<file path="src/rtl/uart_cmd_engine.sv">
// Command dispatcher between the UART frame core and the crypto coprocessor pair.
// Validates frames, decodes opcodes, drives the coprocessor and builds one reply per frame.
module uart_cmd_engine #(
    parameter int FRAME_BYTES = 18,
    parameter int DATA_W      = 128,
    parameter int NUM_SLOTS   = 2,
    parameter int CP_TIMEOUT  = 1024
) (
    input  logic                        clk,
    input  logic                        reset,
    input  logic                        frame_valid,
    input  logic [8*FRAME_BYTES-1:0]    frame_in,
    output logic [NUM_SLOTS*DATA_W-1:0] slot_data,
    output logic                        cp_start,
    output logic                        cp_sel,
    input  logic                        cp_done,
    input  logic [DATA_W-1:0]           cp_result,
    input  logic                        tx_busy,
    output logic                        tx_send,
    output logic [8*FRAME_BYTES-1:0]    tx_frame,
    output logic                        cmd_busy,
    output logic [7:0]                  err_count
);

    localparam int FW = 8 * FRAME_BYTES;
    localparam int TW = $clog2(CP_TIMEOUT + 1);

    typedef enum logic [1:0] {
        IDLE,
        DECODE,
        CP_WAIT,
        TX_WAIT
    } state_t;

    state_t              state_q, state_d;
    logic [FW-1:0]       frame_q, frame_d;
    logic [DATA_W-1:0]   slot_q [NUM_SLOTS];
    logic [DATA_W-1:0]   slot_d [NUM_SLOTS];
    logic [DATA_W-1:0]   res_q, res_d;
    logic                res_vld_q, res_vld_d;
    logic                last_to_q, last_to_d;
    logic [7:0]          err_q, err_d;
    logic [TW-1:0]       timer_q, timer_d;
    logic [FW-1:0]       tx_q, tx_d;
    logic                sel_q, sel_d;

    logic [7:0]          op;
    logic [7:0]          trl;
    logic [DATA_W-1:0]   pl;
    logic [3:0]          idx;
    logic                idx_ok;
    logic [DATA_W-1:0]   rd_slot;
    logic [1:0]          inc;
    logic [8:0]          err_sum;

    // Reply layout: tag in byte 0 and in the trailer, value in the payload.
    function automatic logic [FW-1:0] mk(input logic [7:0] tag,
                                         input logic [DATA_W-1:0] val);
        logic [FW-1:0] f;
        f = '0;
        f[7:0] = tag;
        f[FW-8 +: 8] = tag;
        f[8 +: DATA_W] = val;
        return f;
    endfunction

    always_comb begin
        state_d   = state_q;
        frame_d   = frame_q;
        slot_d    = slot_q;
        res_d     = res_q;
        res_vld_d = res_vld_q;
        last_to_d = last_to_q;
        timer_d   = timer_q;
        tx_d      = tx_q;
        sel_d     = sel_q;
        cp_start  = 1'b0;
        tx_send   = 1'b0;
        inc       = 2'd0;

        op      = frame_q[7:0];
        trl     = frame_q[FW-8 +: 8];
        pl      = frame_q[8 +: DATA_W];
        idx     = op[3:0];
        idx_ok  = int'(idx) < NUM_SLOTS;
        rd_slot = '0;
        for (int i = 0; i < NUM_SLOTS; i++) begin
            if (idx == i[3:0]) rd_slot = slot_q[i];
        end

        // A frame arriving while a command is in flight is dropped.
        if (frame_valid && state_q != IDLE) inc = inc + 2'd1;

        unique case (state_q)
            IDLE: begin
                if (frame_valid) begin
                    frame_d = frame_in;
                    state_d = DECODE;
                end
            end
            DECODE: begin
                state_d = TX_WAIT;
                timer_d = '0;
                if (op != trl) begin
                    tx_d = mk(8'h21, DATA_W'(op));
                    inc  = inc + 2'd1;
                end else if (op[7:4] == 4'h3 && idx_ok) begin
                    for (int i = 0; i < NUM_SLOTS; i++) begin
                        if (idx == i[3:0]) slot_d[i] = pl;
                    end
                    tx_d = mk(op, '0);
                end else if (op[7:4] == 4'h6 && idx_ok) begin
                    tx_d = mk(op, rd_slot);
                end else if (op == 8'h45 || op == 8'h44) begin
                    cp_start = 1'b1;
                    sel_d    = (op == 8'h44);
                    state_d  = CP_WAIT;
                end else if (op == 8'h52) begin
                    tx_d = mk(op, res_q);
                end else if (op == 8'h53) begin
                    tx_d = mk(op, DATA_W'({6'b0, last_to_q, res_vld_q}));
                end else begin
                    tx_d = mk(8'h21, DATA_W'(op));
                end
            end
            CP_WAIT: begin
                if (cp_done) begin
                    res_d     = cp_result;
                    res_vld_d = 1'b1;
                    last_to_d = 1'b0;
                    tx_d      = mk(op, cp_result);
                    state_d   = TX_WAIT;
                end else if (timer_q == TW'(CP_TIMEOUT - 1)) begin
                    last_to_d = 1'b1;
                    inc       = inc + 2'd1;
                    tx_d      = mk(8'h21, DATA_W'(op));
                    state_d   = TX_WAIT;
                end else begin
                    timer_d = timer_q + 1'b1;
                end
            end
            TX_WAIT: begin
                if (!tx_busy) begin
                    tx_send = 1'b1;
                    state_d = IDLE;
                end
            end
            default: state_d = IDLE;
        endcase

        err_sum = {1'b0, err_q} + {7'b0, inc};
        err_d   = err_sum[8] ? 8'hFF : err_sum[7:0];

        if (reset) begin
            cp_start = 1'b0;
            tx_send  = 1'b0;
        end
    end

    always_ff @(posedge clk) begin
        if (reset) begin
            state_q   <= IDLE;
            frame_q   <= '0;
            for (int i = 0; i < NUM_SLOTS; i++) slot_q[i] <= '0;
            res_q     <= '0;
            res_vld_q <= 1'b0;
            last_to_q <= 1'b0;
            err_q     <= '0;
            timer_q   <= '0;
            tx_q      <= '0;
            sel_q     <= 1'b0;
        end else begin
            state_q   <= state_d;
            frame_q   <= frame_d;
            slot_q    <= slot_d;
            res_q     <= res_d;
            res_vld_q <= res_vld_d;
            last_to_q <= last_to_d;
            err_q     <= err_d;
            timer_q   <= timer_d;
            tx_q      <= tx_d;
            sel_q     <= sel_d;
        end
    end

    for (genvar g = 0; g < NUM_SLOTS; g++) begin : g_slot
        assign slot_data[DATA_W*g +: DATA_W] = slot_q[g];
    end

    // Select must be valid in the launch cycle, before sel_q is loaded.
    assign cp_sel    = (state_q == DECODE && cp_start) ? (op == 8'h44) : sel_q;
    assign tx_frame  = tx_q;
    assign cmd_busy  = (state_q != IDLE);
    assign err_count = err_q;

endmodule

</file>
<file path="config.mk">
export PLATFORM = sky130hd
export DESIGN_NAME = uart_cmd_engine
export DESIGN_NICKNAME = d
export VERILOG_FILES = /design/src/rtl/uart_cmd_engine.sv
export SDC_FILE = /design/constraint.sdc
export NUM_CORES = 2
export LEC_CHECK = 0
export ABC_AREA = 1
export CORE_AREA = 4 4 265 267
export DETAILED_ROUTE_END_ITERATION = 8
export DIE_AREA = 0 0 269 271
export DONT_BUFFER_PORTS = 1
export MAX_ROUTING_LAYER = met4
export PLACE_DENSITY_LB_ADDON = 0.2
export SLEW_MARGIN = 10
export SYNTH_ARGS = -nofsm -noshare
export SYNTH_HDL_FRONTEND = slang
export SYNTH_SLANG_ARGS = --single-unit
</file>
<file path="constraint.sdc">
create_clock -name clk -period 6.4 [get_ports clk]
set_clock_uncertainty 0.2 [all_clocks]
set_input_delay 0.96 -clock clk [delete_from_list [all_inputs] [get_ports clk]]
set_output_delay 0.96 -clock clk [all_outputs]
set_load 0.02 [all_outputs]
</file>
* Word level (Yosys, flattened, before mapping)
Index checks and enable logic that the tools add are counted.
Widths: inputs -> output; s select.
** Storage, ports and cells
- Logic and storage cells :: 96
- Register bits after elaboration :: 696
- Input bits :: 277
** Operators by class
- Mux-type cells :: 41
- Magnitude comparators :: 1
- Reduce and logical (&&, ||, !) cells :: 19
- Equality and inequality tests :: 18
- Add/subtract/negate cells :: 3
- Bitwise logic cells :: 3
** Operator list (number)
- $mux 144 :: 8
- $pmux 144 s2 :: 1
- $mux 128 :: 2
- $eq 8x7->1 const B :: 4
- $mux 11 :: 2
- $pmux 11 s2 :: 1
- $mux 1 :: 17
- $mux 2 :: 7
- $add 11x1->11 const B :: 1
- $eq 11x10->1 const B :: 1
- $add 8x2->9 :: 1
- $reduce_and 3->1 :: 3
- $mux 8 :: 1
- $ne 2x2->1 const B :: 4
- $ne 8x8->1 :: 1
- $pmux 2 s4 :: 1
- $reduce_and 4->1 :: 2
- $reduce_and 2->1 :: 3
- $reduce_bool 2->1 :: 3
- $ne 5x5->1 const B :: 1
- $reduce_and 5->1 :: 1
- $eq 2x2->1 const B :: 2
- $eq 4x1->1 const B :: 1
- $eq 4x2->1 const B :: 1
- other kinds (11) :: 16

* Logic depth before layout (Yosys ltp)
- Depth after elaboration :: 10
- Depth in mapped cells :: 20

* Worst setup path before layout
Ideal clock, no wire load.
- Path type :: input -> output
- Start point :: input reset
- End point :: output tx_send
- Arrival time :: 2.103 ns
- Slack :: 3.137 ns
- Required time :: 5.240 ns
- Stages :: 6
- Path through :: clkbuf_1 inv_1 clkbuf_1 clkbuf_1 nand2_1 nor2_1
** Between the ends
- Word-level cells in the longest chain between the ends :: 1
** RTL lines
- start: declaration :: line 10 : input logic reset,
- $mux 1 :: line 154 : if (reset) begin
- end: declaration :: line 19 : output logic tx_send,
Every way passes these cells.

* Worst setup path in the final report
- Start point :: register frame_q[0]
- End point :: output cp_sel
** Between the ends
- Word-level cells in the longest chain between the ends :: 10
- Elaborated cells between the ends (all ways) :: 15
** RTL lines
- start: declaration :: line 36 : logic [FW-1:0] frame_q, frame_d;
- start signal: assignment :: line 174 : frame_q <= frame_d;
- $eq 8x7->1, on equally long branches :: line 114, 191
- $logic_or 1x1->1 :: line 114 : end else if (op == 8'h45 || op == 8'h44) begin
- $mux 1 :: line 114
- $mux 1 :: line 112 : end else if (op[7:4] == 4'h6 && idx_ok) begin
- $mux 1 :: line 107 : end else if (op[7:4] == 4'h3 && idx_ok) begin
- $mux 1 :: line 104 : if (op != trl) begin
- $mux 1 :: line 94 : unique case (state_q)
- $mux 1 :: line 154
- $logic_and 1x1->1 :: line 191 : assign cp_sel = (state_q == DECODE && cp_start) ? (op == 8'h44) : sel_q;
- $mux 1 (*) :: line 191
- end: declaration :: line 15 : output logic cp_sel,
Every way passes the cells marked *; elsewhere a longest branch is shown, timed or not.

==> flow_summary.ini <==
[run_status]
status = finished, final reports clean

[detailed_routing]
drt-met1-wl_um = 44400
wl_met3_um = 11900
via_count = 29300
top_layer_used = met4
routedWlPerCell_um = 20.2
wl_um = 112000
firstDrtPassIters = 6
drcViolationCount = 0
postRouteAntennaNets = 0
dr_wl_met2_um = 52000
drt_iter0_drc = 2622
via_per_inst = 5.25

[finish]
final_common_cell = nand2_1
final_cell_mix = nand2_1 (1503), nor2_1 (1188), dfxtp_1 (687)
drive_gt1_share_pct = 3.65
area_delta_synth_final_pct = 8.88
nNetsFinal = 4887

[power_and_ir_drop]
switchingPower_mw = 5.49
p_seq_share_pct = 43.0
power.internal_mw = 8.77
p_per_area_mw_per_mm2 = 423
clockPowerShare_pct = 32.2
combPwrFrac_pct = 24.8
swShare_pct = 38.5
totalPowerFinal_mw = 14.3
ir_worst_vdd_v = 0.000403
leakage_nw = 16.1

[grt]
antenna_found_initial = 33
track_usage_pct = 30.3
grt_overflow = 0
grt_pass1_wl_um = 168000
grt_pass1_vias = 26700
grt_max_degree = 188

[die]
die-area_mm2 = 0.0729
io_pins = 689
die_w_um = 269
initial_core_util_pct = 45.4
core-area_mm2 = 0.0681
die_h_um = 271
rows = 96

[placed_design]
port_buffers = 0
hpwl_um = 71100
place_congestion = 0.894

[logic_synthesis]
syn_area_per_cell_um2 = 6.42
ys_async_sr_fraction_pct = 0
yosysSeqAreaShare_pct = 44.5
synthFlopType = dfxtp_1
synthCells = 4820
synth_seq_cells = 688
synth-edff-count = 0
netlist_area_mm2 = 0.0309
synth.distinct_cells = 35
synth_nets = 5107
synth_warnings = 0

[timing]
hold_viol = 0
finalCritPeriodShare_pct = 76.1
tightest_slew_ns = 1.17
period_needed_ns = 4.87
rsz0062_at_grt = no
setup_viol = 0
drv_slew = 0
slew_headroom_pct = 22.3
fin_setup_tns_ns = 0
fmax_mhz = 205

[critical_path]
max_stage_delay_ns = 0.55
cp-end-kind = output pin
cp.buffers_inverters = 2
cp.arrival_ns = 3.71
crit_slowest_cell = nand3_4
worstPathMaxFanout = 53
path_delay_family = simple AND/OR/NAND/NOR gates
worstSetupStartpointType = flop
crit_path_frequent_cell = nand2_1
path_class = reg -> out
crit_required_ns = 5.24
crit_chain = inv_1 -> nand2_1 -> nand2_1 -> nand2_1 -> nor2_1 -> nand2_1 -> inv_2 -> nand3_4 -> o21ai_0 -> nand2_1

[min_path]
holdCritPathClass = in -> reg

[clocking]
postCtsHoldBufs = 0
clkLatencyLatePin_ns = 0.61
cts_resized = 0
clk_path_buf_depth = 3
htree_levels = 3
path_clk_slew_ns = 0.06
cts_setup_buffers = 0
numCtsBuffers = 79
clock-root-buffer = clkbuf_16
cts_sinks = 688
tritoncts = done

[job]
maxCapViolations = 0
-- synthesized netlist by cell type (3+ instances only) --
cell / instances / area share (%)
nand2_1: 1507 / 18
nor2_1: 1189 / 14
dfxtp_1: 688 / 45
inv_1: 432 / 5.2
clkbuf_1: 185 / 2.2
a21oi_1: 171 / 2.8
o21ai_0: 163 / 2.6
nand3_1: 150 / 2.4
o221ai_1: 124 / 3.5
buf_2: 102 / 1.6
buf_1: 25 / 0.30
buf_4: 15 / 0.36
nor3_1: 11 / 0.18
ha_1: 9 / 0.36
inv_2: 7 / 0.085
nand4_1: 6 / 0.12
o21a_1: 5 / 0.12
a211oi_1: 3 / 0.073
a22o_1: 3 / 0.085
a31oi_1: 3 / 0.061
xnor2_1: 3 / 0.085
-- per-stage QoR --
stage	instance area, um^2	cells	setup slack [ns]	utilization, %	hold WS, ns
3_5_place_dp	31000	5401	2.12	45.5	0.245
2_1_floorplan	30900	4820	3.14	-	0.225
4_1_cts	33600	5539	1.45	49.4	0.197
3_3_place_gp	31000	5401	2.14	45.5	0.239
5_1_grt	33700	5570	1.28	49.5	0.191
6_report	33700	5572	1.53	49.5	0.224
-- final cells by class --
cell class | count | area (um^2)
Antenna cell | 33 | 82.6
Clock buffer | 116 | 2350
Clock inverter | 22 | 267
Fill cell | 7024 | 34400
Inverter | 441 | 1680
Multi-Input combinational cell | 3363 | 14200
Sequential cell | 688 | 13800
Tap cell | 882 | 1100
Timing Repair Buffer | 27 | 278
-- sequential cells by signal, summed over array words and instances, names as in the netlist --
name	count
err_count	8
frame_q	144
last_to_q	1
res_q	128
res_vld_q	1
sel_q	1
slot_data	256
state_q	2
timer_q	11
tx_frame	136
-- cell families (layout without fill, tap and decap cells) --
| group | after synthesis | in the layout | share of synthesized area, % |
|---|---|---|---|
| AOI/OAI and AO/OA | 478 | 478 | 9.42 |
| xor gates and xnor gates | 5 | 5 | 0.142 |
| adders and majority gates | 10 | 10 | 0.429 |
| buffers and inverters | 769 | 606 | 9.95 |
| DFF | 688 | 688 | 44.5 |
| other | 0 | 33 | 0 |
| and+or+nand+nor | 2870 | 2870 | 35.6 |
-- path summary, 6_finish.rpt --
kind	endpoint	depth (start not counted)	start	slack (ns)
max	cp_sel	10	frame_q[0]$_SDFFE_PP0P_	1.53
min reg2reg	timer_q[10]$_SDFFE_PP0P_	2	timer_q[10]$_SDFFE_PP0P_	0.25
max reg2reg	tx_frame[138]$_SDFFE_PP0P_	11	frame_q[0]$_SDFFE_PP0P_	2.16
min	res_q[39]$_SDFFE_PP0P_	1	reset	0.22
-- metal layers --
metal | global-route usage (%) | vias to the layer above
met5 | - | -
met4 | 11.9 | 0
met3 | 9.97 | 199
met2 | 47.9 | 1111
met1 | 35.8 | 13600
li1 | - | 14400
-- power by group through the flow --
stage / combinational [mW] / clock [mW] / sequential [mW]
floorplan: 2.70 / 0 / 5.83
global placement: 3.47 / 0 / 6.20
detailed placement: 3.52 / 0 / 6.21
CTS: 3.54 / 4.67 / 6.12
global route: 4.05 / 4.84 / 6.21
finish: 3.54 / 4.60 / 6.13
Power figures use the tool's default switching activity.
